`config.mk`:
```
export PLATFORM = sky130hd
export DESIGN_NAME = instr_fetch_unit
export DESIGN_NICKNAME = d
export VERILOG_FILES = /design/src/rtl/rv32_fetch_pkg.sv /design/src/rtl/fetch_fifo.sv /design/src/rtl/instr_fetch_unit.sv
export SDC_FILE = /design/constraint.sdc
export NUM_CORES = 1
export LEC_CHECK = 0
export CAP_MARGIN = 20
export CELL_PAD_IN_SITES_DETAIL_PLACEMENT = 1
export CELL_PAD_IN_SITES_GLOBAL_PLACEMENT = 2
export CORE_ASPECT_RATIO = 0.6
export CORE_UTILIZATION = 34
export CTS_CLUSTER_SIZE = 12
export DETAILED_ROUTE_END_ITERATION = 10
export PLACE_DENSITY = 0.92
export SLEW_MARGIN = 20
export SYNTH_ARGS = -nofsm -noshare
export SYNTH_HDL_FRONTEND = slang
export SYNTH_HIERARCHICAL = 1
export SYNTH_SLANG_ARGS = --single-unit
```
`constraint.sdc`:
```
create_clock -name clk -period 5.2 [get_ports clk]
set_input_delay 1.3 -clock clk [delete_from_list [all_inputs] [get_ports clk]]
set_output_delay 1.3 -clock clk [all_outputs]
set_load 0.01 [all_outputs]
```
`src/rtl/rv32_fetch_pkg.sv`:
```
// rv32_fetch_pkg: opcodes, fetch buffer entry layout and immediate decoders shared by the fetch unit
package rv32_fetch_pkg;
  localparam logic [6:0] OPC_JAL = 7'b1101111;
  localparam logic [6:0] OPC_BRANCH = 7'b1100011;
  localparam logic [31:0] NOP_INSTR = 32'h0000_0013;
  typedef struct packed {
    logic [31:0] instr;
    logic [31:0] pc;
    logic        pred;
  } fetch_entry_t;
  localparam int ENTRY_W = $bits(fetch_entry_t);
  function automatic logic [31:0] j_imm(input logic [31:0] i);
    return {{11{i[31]}}, i[31], i[19:12], i[20], i[30:21], 1'b0};
  endfunction
  function automatic logic [31:0] b_imm(input logic [31:0] i);
    return {{19{i[31]}}, i[31], i[7], i[30:25], i[11:8], 1'b0};
  endfunction
endpackage

```
`src/rtl/fetch_fifo.sv`:
```
// fetch_fifo: power-of-two circular buffer with first-word fall-through head and synchronous flush
module fetch_fifo #(
  parameter int DEPTH = 2,
  parameter int W = 65
) (
  input  logic                   clk,
  input  logic                   rst,
  input  logic                   flush,
  input  logic                   push,
  input  logic                   pop,
  input  logic [W-1:0]           din,
  output logic [W-1:0]           dout,
  output logic [$clog2(DEPTH):0] count
);
  localparam int AW = $clog2(DEPTH);
  logic [W-1:0] mem_q [DEPTH];
  logic [AW-1:0] rd_q, rd_d, wr_q, wr_d;
  logic [AW:0] cnt_q, cnt_d;
  always_comb begin
    rd_d = flush ? '0 : rd_q + AW'(pop);
    wr_d = flush ? '0 : wr_q + AW'(push);
    cnt_d = flush ? '0 : cnt_q + (AW+1)'(push) - (AW+1)'(pop);
  end
  always_ff @(posedge clk) begin
    if (rst) begin
      rd_q <= '0;
      wr_q <= '0;
      cnt_q <= '0;
    end else begin
      rd_q <= rd_d;
      wr_q <= wr_d;
      cnt_q <= cnt_d;
    end
  end
  always_ff @(posedge clk) begin
    if (push) mem_q[wr_q] <= din;
  end
  assign dout = mem_q[rd_q];
  assign count = cnt_q;
endmodule

```
`src/rtl/instr_fetch_unit.sv`:
```
// instr_fetch_unit: PC owner issuing 1-cycle-latency word reads into a small buffer for decode.
// Define PREDICT_EN to steer fetch through JAL and backward branches via the predict port.
module instr_fetch_unit
  import rv32_fetch_pkg::*;
#(
  parameter logic [31:0] RESET_PC = 32'h0000_0000,
  parameter int FIFO_DEPTH = 2
) (
  input  logic        clk,
  input  logic        rst,
  output logic [31:0] mem_addr,
  output logic        mem_renable,
  input  logic [31:0] mem_rdata,
  output logic [31:0] mem_addrpred,
  input  logic [31:0] mem_rdata_pred,
  input  logic        redirect_valid,
  input  logic [31:0] redirect_pc,
  output logic        if_valid,
  input  logic        if_ready,
  output logic [31:0] if_instr,
  output logic [31:0] if_pc,
  output logic        if_pred_taken
);
  localparam int CW = $clog2(FIFO_DEPTH) + 1;
  logic [31:0] pc_q, pc_d, inflight_pc_q, inflight_pc_d, next_pc;
  logic inflight_q, inflight_d, inflight_pred_q, inflight_pred_d;
  logic taken, pop, push;
  logic [CW-1:0] count;
  fetch_entry_t head, entry_in;
`ifdef PREDICT_EN
  logic is_jal, is_bwd;
  logic [31:0] tgt;
  assign mem_addrpred = pc_q;
  assign is_jal = mem_rdata_pred[6:0] == OPC_JAL;
  assign is_bwd = mem_rdata_pred[6:0] == OPC_BRANCH && mem_rdata_pred[31];
  assign taken = is_jal || is_bwd;
  assign tgt = pc_q + (is_jal ? j_imm(mem_rdata_pred) : b_imm(mem_rdata_pred));
  assign next_pc = taken ? {tgt[31:2], 2'b00} : pc_q + 32'd4;
`else
  logic unused_pred;
  assign unused_pred = ^mem_rdata_pred;
  assign mem_addrpred = '0;
  assign taken = 1'b0;
  assign next_pc = pc_q + 32'd4;
`endif
  assign pop = if_valid && if_ready;
  // The inflight read returning in a redirect cycle is stale and is dropped here.
  assign push = inflight_q && !redirect_valid;
  assign mem_renable = !rst && !redirect_valid &&
                       (int'(count) + int'(inflight_q) - int'(pop)) < FIFO_DEPTH;
  assign mem_addr = pc_q;
  assign entry_in = '{instr: mem_rdata, pc: inflight_pc_q, pred: inflight_pred_q};
  always_comb begin
    pc_d = pc_q;
    inflight_d = 1'b0;
    inflight_pc_d = inflight_pc_q;
    inflight_pred_d = inflight_pred_q;
    if (redirect_valid) begin
      pc_d = {redirect_pc[31:2], 2'b00};
    end else if (mem_renable) begin
      inflight_d = 1'b1;
      inflight_pc_d = pc_q;
      inflight_pred_d = taken;
      pc_d = next_pc;
    end
  end
  always_ff @(posedge clk) begin
    if (rst) begin
      pc_q <= RESET_PC;
      inflight_q <= 1'b0;
      inflight_pc_q <= '0;
      inflight_pred_q <= 1'b0;
    end else begin
      pc_q <= pc_d;
      inflight_q <= inflight_d;
      inflight_pc_q <= inflight_pc_d;
      inflight_pred_q <= inflight_pred_d;
    end
  end
  fetch_fifo #(.DEPTH(FIFO_DEPTH), .W(ENTRY_W)) u_fifo (
    .clk  (clk),
    .rst  (rst),
    .flush(redirect_valid),
    .push (push),
    .pop  (pop),
    .din  (entry_in),
    .dout (head),
    .count(count)
  );
  assign if_valid = count != '0;
  assign if_instr = if_valid ? head.instr : NOP_INSTR;
  assign if_pc = if_valid ? head.pc : '0;
  assign if_pred_taken = if_valid && head.pred;
endmodule

```
# Yosys cells after proc, flatten, opt, wreduce, memory -nomap -nowiden
# Memories as Yosys holds them, arrays and structs flattened. A register that Yosys moved wholly into a read port is not among the register bits.
# Cells that the tools add are included.
[op_classes] add_sub_neg=7 order_cmp=1 muxes=8 bitwise=1 reduce_logical=11
[op_table] cell="$mux 32" n=4
[op_table] cell="$add 32x3->32 const B" n=1
[op_table] cell="$logic_and 1x1->1" n=4
[op_table] cell="$lt 4x3->1 const B" n=1
[op_table] cell="$mux 1" n=4
[op_table] cell="$reduce_bool 2->1" n=2
[op_table] cell="$sub 3x1->4" n=1
[op_table] cell="$add 2x1->3" n=1
[op_table] cell="$add 1x1->1" n=2
[op_table] cell="$add 2x1->2" n=1
[op_table] cell="$logic_not 1->1" n=2
[op_table] cell="$reduce_and 2->1" n=1
[op_table] cell="$reduce_or 2->1" n=1
[op_table] cell="$sub 2x1->2" n=1
[op_table] cell="$logic_and 1x1->1 const B" n=1
[op_table] cell="$not 1->1" n=1
[totals] register_bits=69 ramBits=128 inputBits=100 output_inout_bits=131 elab_cells=36 mem_count=1
[mem_list] memory="u_fifo.mem_q" words=2 width=64 rd=1 rd_ports_with_merged_regs=1 write_ports=1 line_no="fetch_fifo.sv:16" source="logic [W-1:0] mem_q [DEPTH];"

# Depth between registers and ports, before layout
[depth] word_depth=7 mapped_depth=11 ltp_nobuf=10

# By module
# The synthesis kept the hierarchy.
[by_module_without_submodules] module="fetch_fifo" instances=1 cells_each=219 area_each_um2=5064.9 seq_area_each_um2=3983.8
[by_module_without_submodules] module="instr_fetch_unit" instances=1 cells_each=470 area_each_um2=3524.6 seq_area_each_um2=1221.2

# Worst setup path after synthesis
# No wires, ideal clock.
[synth_timing] path_type="input-to-output" start="input port if_ready" end="output port mem_renable" t_arrival_ns=3.157 t_required_ns=3.900 path_slack_ns=0.743 stages=8 path_buffers=2 path_cell_list="nor3b_1 -> o21ai_0 -> fa_1 -> xnor2_1 -> nand3_1 -> inv_2 -> clkbuf_1 -> clkbuf_1"
[synth_via] elab_chain_cells=4
[synth_rtl] element="start: declaration" line_no="instr_fetch_unit.sv:19" source="input logic if_ready,"
[synth_rtl] element="$logic_and 1x1->1" line_no="instr_fetch_unit.sv:46" source="assign pop = if_valid && if_ready;"
[synth_rtl] element="$sub 3x1->4" line_no="instr_fetch_unit.sv:50" source="(int'(count) + int'(inflight_q) - int'(pop)) < FIFO_DEPTH;"
[synth_rtl] element="$lt 4x3->1" line_no="instr_fetch_unit.sv:50"
[synth_rtl] element="$logic_and 1x1->1" line_no="instr_fetch_unit.sv:49" source="assign mem_renable = !rst && !redirect_valid &&"
[synth_rtl] element="end: declaration" line_no="instr_fetch_unit.sv:12" source="output logic mem_renable,"
# Every way passes these cells.

# Worst setup path after layout
# Same ends and word-level chain as after synthesis.

==> qor.yml <==
wire_per_inst_um: 17.8
period_minus_slack_ns: 5.02
worst_pin_slew_ns: 1.10
ir_drop_v: 0.000238
cts_tree: "yes"
whs_endpoint: "u_fifo/mem_q[0][16]"
clk_latency_ns: 0.44
clkTransAtPathRegs_ns: 0.07
dp_cells: 1148
cts_hold_buf: 0
diodes: 0
synth_ff_type: "edfxtp_1"
utilization_pct: 45.0
synth_simple_gate_area_share_pct: 14.4
max_freq_mhz: 199
grt.total_usage_pct: 16.6
tns_ns: 0
dr.pass1.iters: 6
htreeDepth: 4
p_leak_nw: 3.89
grt_max_degree: 66
clkSinkCount: 195
grt_pass1_vias: 5840
start_util_pct: 35.1
synth_top_family_by_area: "simple AND/OR/NAND/NOR gates"
cts_setup_buffers: 0
fill_cells: 2567
drive_gt1_share_pct: 13.9
viasPerCell: 4.81
r2r-end: "mem_addr[13]"
synth_area_leaders: "edfxtp_1 45%, dfxtp_1 15%, mux2_4 7.0%, and2_1 4.8%, nand2_1 3.4%"
synth_area_per_cell_um2: 12.5
vias: 5676
ant_nets: 0
rsz0062_at_grt: "false"
start_kind: "input pin"
grt_first_pass_wirelength_mm: 32.9
reg2reg_depth: 11
crit_type: "input pin to output pin"
gr-total-overflow: 0
yosysTopAreaCellShare_pct: 45.4
synth_top_area_cell: "edfxtp_1"
setup-violations-final: 0
dieArea_um2: 25900
syn_inst: 689
seqCellArea_um2: 5210
critPathCaptureType: "output pin"
min_path_type: "flop to flop"
drtIter0Drc: 264
place.gp.congestion: 0.786
die_width_um: 207
synthDistinctLibCells: 50
syn-cell-area_um2: 8590
cts_root_buf: "clkbuf_16"
portBuffers: 162
area_growth_pct: 28.3
status: "completed"
whs_path_depth: 0
hold_violations: 0
num_io_pins: 231
drt-total-wl_mm: 21.0
core_area_um2: 24500
fin_cells: 1180
antenna_found_initial: 0
critPathMaxFanout: 3
cap_violations: 0
clk_path_buf_depth: 2
die_h_um: 125
ys_seq_area_share_pct: 60.6
synth_edf_count: 130
post-route-drc-count: 0
multi_input_area_um2: 3060
reg2reg_slack_ns: 1.81
finalClockSkew_ns: 0.00897
r2r_start: "u_fifo/count[1]"
synthTopCellsByCount: "130 x edfxtp_1, 78 x nand2_1, 66 x and2_1"
synth_compound_area_share_pct: 6.09
yosysMostFrequentCell: "edfxtp_1"
ys_seq_elements: 195
fin_crit_sh_pct: 96.5
synth_fa_ha_area_share_pct: 0.961
ys_warn_count: 6
power_density_nw_per_um2: 309
synthMuxAreaShare_pct: 10.4
place_hpwl_mm: 14.1
synth-xor-area-share_pct: 1.69
relSlewSlack_pct: 26.0
post_cts_resized: 0
required_ns: 3.90
min_from: "inflight_pc_q[15]"
critical_path_arrival_ns: 3.72
slew_viol_final: 0
num_rows: 44
fin_nets: 951
async_flop_share_pct: 0
cts_buffers: 17
## layer usage
metal | GRT usage (%) | up-vias | share of wire (%)
li1 | - | 2707 | -
met5 | 0 | - | 0
met1 | 22.8 | 2815 | 48
met2 | 26.6 | 142 | 46
met3 | 3.97 | 12 | 4.8
met4 | 3.91 | 0 | 0.71
## sequential cells by signal, indices dropped and copies added (netlist names)
signal / cells
u_fifo/mem_q: 130
inflight_pc_q: 30
mem_addr: 30
u_fifo/count: 2
inflight_q: 1
u_fifo/rd_q: 1
u_fifo/wr_q: 1
## critical path: stages
cell and delay (ns):
clkdlybuf4s50_1 0.49, nor3b_1 0.32, o21ai_0 0.17, fa_1 0.39, xnor2_1 0.27, nand3_2 0.13
inv_2 0.10, clkdlybuf4s50_1 0.54
## metrics by stage
stage | worst slack, ns | total power [mW] | hold WS (ns) | cell area, µm²
6_report | 0.182 | 3.40 | 0.456 | 11000
5_1_grt | 0.0382 | 3.52 | 0.473 | 11000
4_1_cts | 0.175 | 3.45 | 0.459 | 11000
3_5_place_dp | 0.182 | 2.05 | 0.440 | 10400
3_3_place_gp | 0.240 | 2.04 | 0.436 | 10400
2_1_floorplan | 0.743 | 1.91 | 0.425 | 8740
## cell type report
class / instances / area share [%]
Clock buffer: 18 / 3.99
Tap cell: 322 / 3.66
Clock inverter: 14 / 1.70
Sequential cell: 195 / 47.3
Multi-Input combinational cell: 450 / 27.8
Inverter: 11 / 0.375
Timing Repair Buffer: 170 / 15.2
## worst max-delay path by stage
stage	startpoint	end	slack (ns)
global route	if_ready	mem_renable	0.04
finish	if_ready	mem_renable	0.18
CTS	if_ready	mem_renable	0.17
global placement	if_ready	mem_renable	0.24
floorplan	if_ready	mem_renable	0.74
detailed placement	if_ready	mem_renable	0.18
## cell usage in the layout (no fill, tap or decap), types with 10 or more instances in the layout
cell type and instances:
a21oi_1 50, and2_1 66, clkbuf_16 17, clkdlybuf4s50_1 161
conb_1 40, dfxtp_1 64, edfxtp_1 130, inv_1 10
mux2_2 25, mux2_4 40, nand2_1 78, nand3_1 12
nand4_1 15, nor2_1 18, nor3_1 10, xor2_1 10
## power breakdown
group | switching (mW) | total [mW] | leakage, nW | internal [mW]
clock network | 0.638 | 1.39 | 0.308 | 0.750
logic | 0.135 | 0.280 | 1.79 | 0.145
registers | 0.0444 | 1.73 | 1.79 | 1.69
total | 0.818 | 3.40 | 3.89 | 2.58
## cell families after synthesis
kind of cell,count (synthesis)
and+or+nand+nor,234
DFF,195
AOI/OAI and AO/OA,89
buffers and inverters,83
muxes,66
xor gates and xnor gates,15
adders and majority gates,6
other,1
Power figures use the tool's default switching activity.
